### src/rtl/nn_seq_pkg.sv
// nn_seq_pkg: sequencer states, descriptor layout offsets and default neuron bank bases
package nn_seq_pkg;
  typedef enum logic [3:0] {
    IDLE, FETCH_L, FETCH_NK, FETCH_NN, CONFIG, RUN, DRAIN, NEXT, PAUSE, DONE
  } seq_state_e;
  localparam int LAYER_CNT_OFS = 0;
  localparam int LAYER_WORDS   = 2;
  localparam int BANK_A_DEF    = 0;
  localparam int BANK_B_DEF    = 10;
endpackage

### src/rtl/pulse_delay.sv
// pulse_delay: DEPTH-stage shift register delaying a single-cycle pulse, with synchronous clear
module pulse_delay #(
  parameter int DEPTH = 2
) (
  input  logic clk,
  input  logic rst_n,
  input  logic clr_i,
  input  logic d_i,
  output logic q_o
);
  logic [DEPTH-1:0] sr_q;
  always_ff @(posedge clk or negedge rst_n)
    if (!rst_n) sr_q <= '0;
    else sr_q <= clr_i ? '0 : (sr_q << 1) | DEPTH'(d_i);
  assign q_o = sr_q[DEPTH-1];
endmodule

### src/rtl/layer_sequencer.sv
// layer_sequencer: descriptor-driven layer scheduler for AG, weight ROM, neuron RAM and MAC.
// Optional SEQ_SINGLE_STEP_EN adds step/paused and a PAUSE state between layers.
module layer_sequencer
  import nn_seq_pkg::*;
#(
  parameter int ADDR_W  = 8,
  parameter int DATA_W  = 8,
  parameter int BANK_A  = BANK_A_DEF,
  parameter int BANK_B  = BANK_B_DEF,
  parameter int MAC_LAT = 2
) (
  input  logic              clk,
  input  logic              reset,
  input  logic              start,
`ifdef SEQ_SINGLE_STEP_EN
  input  logic              step,
  output logic              paused,
`endif
  output logic [ADDR_W-1:0] instr_addr,
  input  logic [DATA_W-1:0] instr_data,
  input  logic              ag_neuron_finished,
  input  logic              ag_finished,
  output logic              ag_rst,
  output logic              ag_read,
  output logic [DATA_W-1:0] nk,
  output logic [ADDR_W-1:0] weight_read_base,
  output logic [ADDR_W-1:0] neuro_read_base,
  output logic [ADDR_W-1:0] neuro_write_base,
  output logic              mac_rst,
  output logic              mac_forget,
  output logic              ram_wre,
  output logic [ADDR_W-1:0] ram_wr_addr,
  output logic [DATA_W-1:0] layer_idx,
  output logic              busy,
  output logic              done
);
  localparam logic [ADDR_W-1:0] A1 = ADDR_W'(1);
  localparam logic [ADDR_W-1:0] BA = ADDR_W'(BANK_A);
  localparam logic [ADDR_W-1:0] BB = ADDR_W'(BANK_B);
  seq_state_e state_q, state_d;
  logic [ADDR_W-1:0] ia_q, ia_d, wb_q, wb_d, rb_q, rb_d, wrb_q, wrb_d, wa_q, wa_d;
  logic [DATA_W-1:0] l_q, l_d, nk_q, nk_d, nn_q, nn_d, li_q, li_d;
  logic [2:0] cnt_q, cnt_d;
  logic last, wre;
  // Only reads inside RUN feed the write pipeline; CONFIG flushes anything stale.
  pulse_delay #(.DEPTH(MAC_LAT)) u_dly (
    .clk(clk), .rst_n(reset), .clr_i(state_q == CONFIG),
    .d_i(ag_neuron_finished & (state_q == RUN)), .q_o(wre)
  );
  assign last = li_q + DATA_W'(1) == l_q;
  always_comb begin
    state_d = state_q;
    ia_d = ia_q;
    l_d = l_q;
    nk_d = nk_q;
    nn_d = nn_q;
    wb_d = wb_q;
    rb_d = rb_q;
    wrb_d = wrb_q;
    wa_d = wre ? wa_q + A1 : wa_q;
    li_d = li_q;
    cnt_d = cnt_q + 3'd1;
    case (state_q)
      IDLE: if (start) begin
        state_d = FETCH_L;
        ia_d = ADDR_W'(LAYER_CNT_OFS);
        nk_d = '0;
        wb_d = '0;
        rb_d = BA;
        wrb_d = BB;
        wa_d = BB;
        li_d = '0;
      end
      FETCH_L: begin
        l_d = instr_data;
        state_d = instr_data == '0 ? DONE : FETCH_NK;
        ia_d = instr_data == '0 ? ia_q : ADDR_W'(LAYER_CNT_OFS + 1);
      end
      FETCH_NK: begin
        nk_d = instr_data;
        ia_d = ia_q + A1;
        state_d = FETCH_NN;
      end
      FETCH_NN: begin
        nn_d = instr_data;
        state_d = (nk_q == '0 || instr_data == '0) ? NEXT : CONFIG;
      end
      CONFIG: begin
        wa_d = wrb_q;
        state_d = RUN;
      end
      RUN: begin
        cnt_d = '0;
        state_d = ag_finished ? DRAIN : RUN;
      end
      DRAIN: state_d = cnt_q == 3'(MAC_LAT) ? NEXT : DRAIN;
      NEXT: begin
        wb_d = wb_q + ADDR_W'(nk_q) * ADDR_W'(nn_q);
        rb_d = wrb_q;
        wrb_d = rb_q;
        ia_d = ia_q + ADDR_W'(LAYER_WORDS - 1);
        li_d = last ? li_q : li_q + DATA_W'(1);
`ifdef SEQ_SINGLE_STEP_EN
        state_d = last ? DONE : PAUSE;
`else
        state_d = last ? DONE : FETCH_NK;
`endif
      end
`ifdef SEQ_SINGLE_STEP_EN
      PAUSE: state_d = step ? FETCH_NK : PAUSE;
`endif
      default: state_d = IDLE;
    endcase
  end
  always_ff @(posedge clk or negedge reset)
    if (!reset) begin
      state_q <= IDLE;
      ia_q <= '0;
      l_q <= '0;
      nk_q <= '0;
      nn_q <= '0;
      wb_q <= '0;
      rb_q <= BA;
      wrb_q <= BB;
      wa_q <= BB;
      li_q <= '0;
      cnt_q <= '0;
    end else begin
      state_q <= state_d;
      ia_q <= ia_d;
      l_q <= l_d;
      nk_q <= nk_d;
      nn_q <= nn_d;
      wb_q <= wb_d;
      rb_q <= rb_d;
      wrb_q <= wrb_d;
      wa_q <= wa_d;
      li_q <= li_d;
      cnt_q <= cnt_d;
    end
  assign instr_addr = ia_q;
  assign nk = nk_q;
  assign weight_read_base = wb_q;
  assign neuro_read_base = rb_q;
  assign neuro_write_base = wrb_q;
  assign ram_wr_addr = wa_q;
  assign layer_idx = li_q;
  assign ag_rst = state_q != RUN;
  assign ag_read = state_q == RUN;
  assign mac_rst = !(state_q == RUN || state_q == DRAIN);
  assign mac_forget = wre;
  assign ram_wre = wre;
  assign busy = !(state_q == IDLE || state_q == DONE);
  assign done = state_q == DONE;
`ifdef SEQ_SINGLE_STEP_EN
  assign paused = state_q == PAUSE;
`endif
endmodule

### config.mk
export PLATFORM = sky130hd
export DESIGN_NAME = layer_sequencer
export DESIGN_NICKNAME = d
export VERILOG_FILES = /design/src/rtl/nn_seq_pkg.sv /design/src/rtl/pulse_delay.sv /design/src/rtl/layer_sequencer.sv
export SDC_FILE = /design/constraint.sdc
export NUM_CORES = 1
export LEC_CHECK = 0
export ABC_CLOCK_PERIOD_IN_PS = 11450
export CAP_MARGIN = 20
export CORE_ASPECT_RATIO = 2
export CORE_UTILIZATION = 55
export DETAILED_ROUTE_END_ITERATION = 16
export DONT_BUFFER_PORTS = 1
export PLACE_DENSITY = 0.75
export SLEW_MARGIN = 20
export SYNTH_ARGS = -nofsm -noshare
export SYNTH_HDL_FRONTEND = slang
export SYNTH_SLANG_ARGS = --single-unit
### constraint.sdc
create_clock -name clk -period 11.45 [get_ports clk]
set_clock_uncertainty 0.2 [all_clocks]
set_input_delay 2.29 -clock clk [delete_from_list [all_inputs] [get_ports clk]]
set_output_delay 2.29 -clock clk [all_outputs]
set_load 0.1 [all_outputs]
==> out/results.tsv <==
stage	metric	value	unit
status	status	complete, no violations	
cts	# clock sinks	81	
sta	RSZ-0062 raised after global routing	no	
finish	ANT cells	0	
critical_path	Worst Path Required	11470	ps
route	DRC Markers	0	
route	Routed Antenna Nets	0	
synthesis	Synthesized Nets	609	
placement	pre-CTS WS	6620	ps
critical_path	CP Class	flip-flop to flip-flop	
critical_path	CP arrival	4850	ps
synthesis	ys async rst share	1.00	
cts	CTS Buf Count	9	
cts	CTS tree	yes	
synthesis	ys flop type	dfrtp_1	
floorplan	FP Rows	49	
sta	Hold WS	259	ps
route	final WL	11.6	mm
synthesis	Yosys cell types	55	
placement	Final HPWL DP	8.62	mm
placement	RePlAce Congestion	0.867	
finish	most common cell after layout, fill and taps aside	nand2_1	
finish	most frequent cells in the layout	nand2_1 (132), dfrtp_1 (75), inv_1 (48)	
synthesis	number of flops mapped to enable cells by yosys	0	
hold_path	type of the most critical hold path	flip-flop to flip-flop	
sta	Final Max Tran Viols	0	
global_routing	overall routing resource usage	0.258	
sta	period utilization	0.422	
floorplan	total core area	8950	um2
critical_path	Startpoint Class	flip-flop	
synthesis	share of the yosys chip area belonging to registers	0.405	
critical_path	Setup crit end kind	flip-flop	
floorplan	die width	69.6	um
floorplan	Die Ht	137	um
critical_path	Worst Path Max Fanout	8	
run	number of max-cap violations	0	
finish	area of the multi-input gates	2730	um2
sta	post-route setup TNS	0	ps
cts	post-CTS setup buffers	0	
route	routed wire length per instance	17.6	um
route	Iter 0 DRT Violations	250	
global_routing	largest net degree at the start of global routing	82	
route	Initial DRT Pass Iterations	4	
sta	Slew HR	0.239	
finish	final-stage net count	607	
placement	Port Buf Inserts	0	
cts	clock transition at the registers of the reported paths	70	ps
floorplan	IO Pins	76	
finish	share of layout cells above drive strength 1	0.0930	
synthesis	Ys Warns	0	
sta	final hold violations	0	
cts	Gates resized, CTS repair	0	
floorplan	area of the die	9540	um2
sta	Final setup viols	0	
route	detailed-route via count	3870	
route	mean number of vias per cell	5.85	
cts	Root Driver	clkbuf_16	
cts	CTS Buffer Depth	2	
synthesis	Yosys reg bits	81	
finish	Sequential Area	2030	um2
global_routing	global-route wire length before repair	19.0	mm
global_routing	GR Overflow Total	0	
sta	Least-Margin Pin Slew	1140	ps
synthesis	Mapped Cells	556	
cts	Worst-Skew Late Latency	340	ps
global_routing	vias in the first global route	3988	
finish	area grow syn2layout	9.17	%
sta	Tmin final	4840	ps
global_routing	initial antenna violation count	0	
sta	Max Freq	207	MHz
synthesis	Mean Syn Cell Area	9.03	um2
floorplan	initial core utilization	0.561	
synthesis	synthesized area	5020	um2
finish	post-layout util	0.612	
cts	H-tree depth	3	
finish	Filler cells	754	
cts	Hold Buf Count CTS	0	
sta	slack of the critical path	6610	ps
==> path summary, 6_finish.rpt <==
| check | from | to | slack [ps] | cells after the start |
|---|---|---|---|---|
| setup reg to reg | nk[3] | weight_read_base[7] | 6610 | 14 |
| hold / removal | cnt_q[0] | cnt_q[0] | 260 | 1 |
| hold reg to reg | cnt_q[0] | cnt_q[0] | 260 | 1 |
| max in group asynchronous | reset | neuro_write_base[1] | 9420 | 0 |
| min in group asynchronous | reset | cnt_q[2] | 1440 | 0 |
| setup / recovery | nk[3] | weight_read_base[7] | 6610 | 14 |
==> critical path, stage by stage, from the launching register on <==
cell,delay [ps]
dfrtp_1,1080
nand2_1,200
fa_1,570
inv_1,50
fa_1,450
ha_1,290
inv_1,50
fa_1,530
inv_1,70
fa_1,470
a21o_1,200
a21oi_1,170
xnor2_1,160
xnor2_1,140
o21ai_0,90
==> routing by layer <==
layer  vias up  wire [um]  track usage
li1       1833          -            -
met1      1883       4090        0.269
met2       122       6590        0.476
met3        32        589       0.0604
met4         0        347        0.129
met5         -          0            0
==> per-stage QoR <==
stage               instance area (um2)  std cells
global route                       5480        661
global placement                   5140        645
CTS                                5470        661
finish                             5480        661
floorplan                          5020        556
detailed placement                 5140        645
==> synth_stat cells (3+ instances only) <==
cell      number  share of area
a21o_1         6         0.0090
a21oi_1       10          0.010
and2_1        11          0.014
and3_1         4         0.0050
clkbuf_1      15          0.011
dfrtp_1       77           0.38
dfstp_2        4          0.021
fa_1          18          0.072
ha_1          22          0.055
inv_1         48          0.036
mux2_2         8          0.018
mux2i_1        4         0.0080
nand2_1      132          0.099
nand2b_1       3         0.0037
nand3_1       35          0.035
nand4_1        5         0.0062
nor2_1        25          0.019
nor2b_1        7         0.0087
nor3_1         3         0.0030
nor4_1         4         0.0050
o211ai_1       4         0.0060
o21ai_0       28          0.028
o221ai_1       3         0.0052
o31ai_1        5         0.0075
xnor2_1       27          0.047
xor2_1        12          0.021
==> cell type report <==
class / instances / share of cell area
multi-input cells: 407 / 0.498
inverters: 48 / 0.0329
flip-flops and latches: 81 / 0.371
clock buffers: 9 / 0.0411
repair buffers: 7 / 0.0132
clock inverters: 7 / 0.0199
well taps: 102 / 0.0233
==> flip-flops by register name (all words and copies together), names as in the netlist, 8 cells and up <==
name and count:
instr_addr 8, l_q 8, layer_idx 8, neuro_read_base 8, neuro_write_base 8, nk 8, nn_q 8, ram_wr_addr 8
weight_read_base 8
==> kinds of logic (layout without fill, tap and decap cells) <==
family | after synthesis | count (layout) | share of synthesized area
AOI/OAI and AO/OA | 72 | 72 | 0.0952
xor gates and xnor gates | 40 | 40 | 0.0713
adders and majority gates | 40 | 40 | 0.127
buffers and inverters | 68 | 71 | 0.0548
DFF | 81 | 81 | 0.405
muxes | 12 | 12 | 0.0259
and+or+nand+nor | 243 | 243 | 0.221
Power is not shown: default switching activity piles up to over one toggle a cycle in this logic, so the estimate is an artifact.
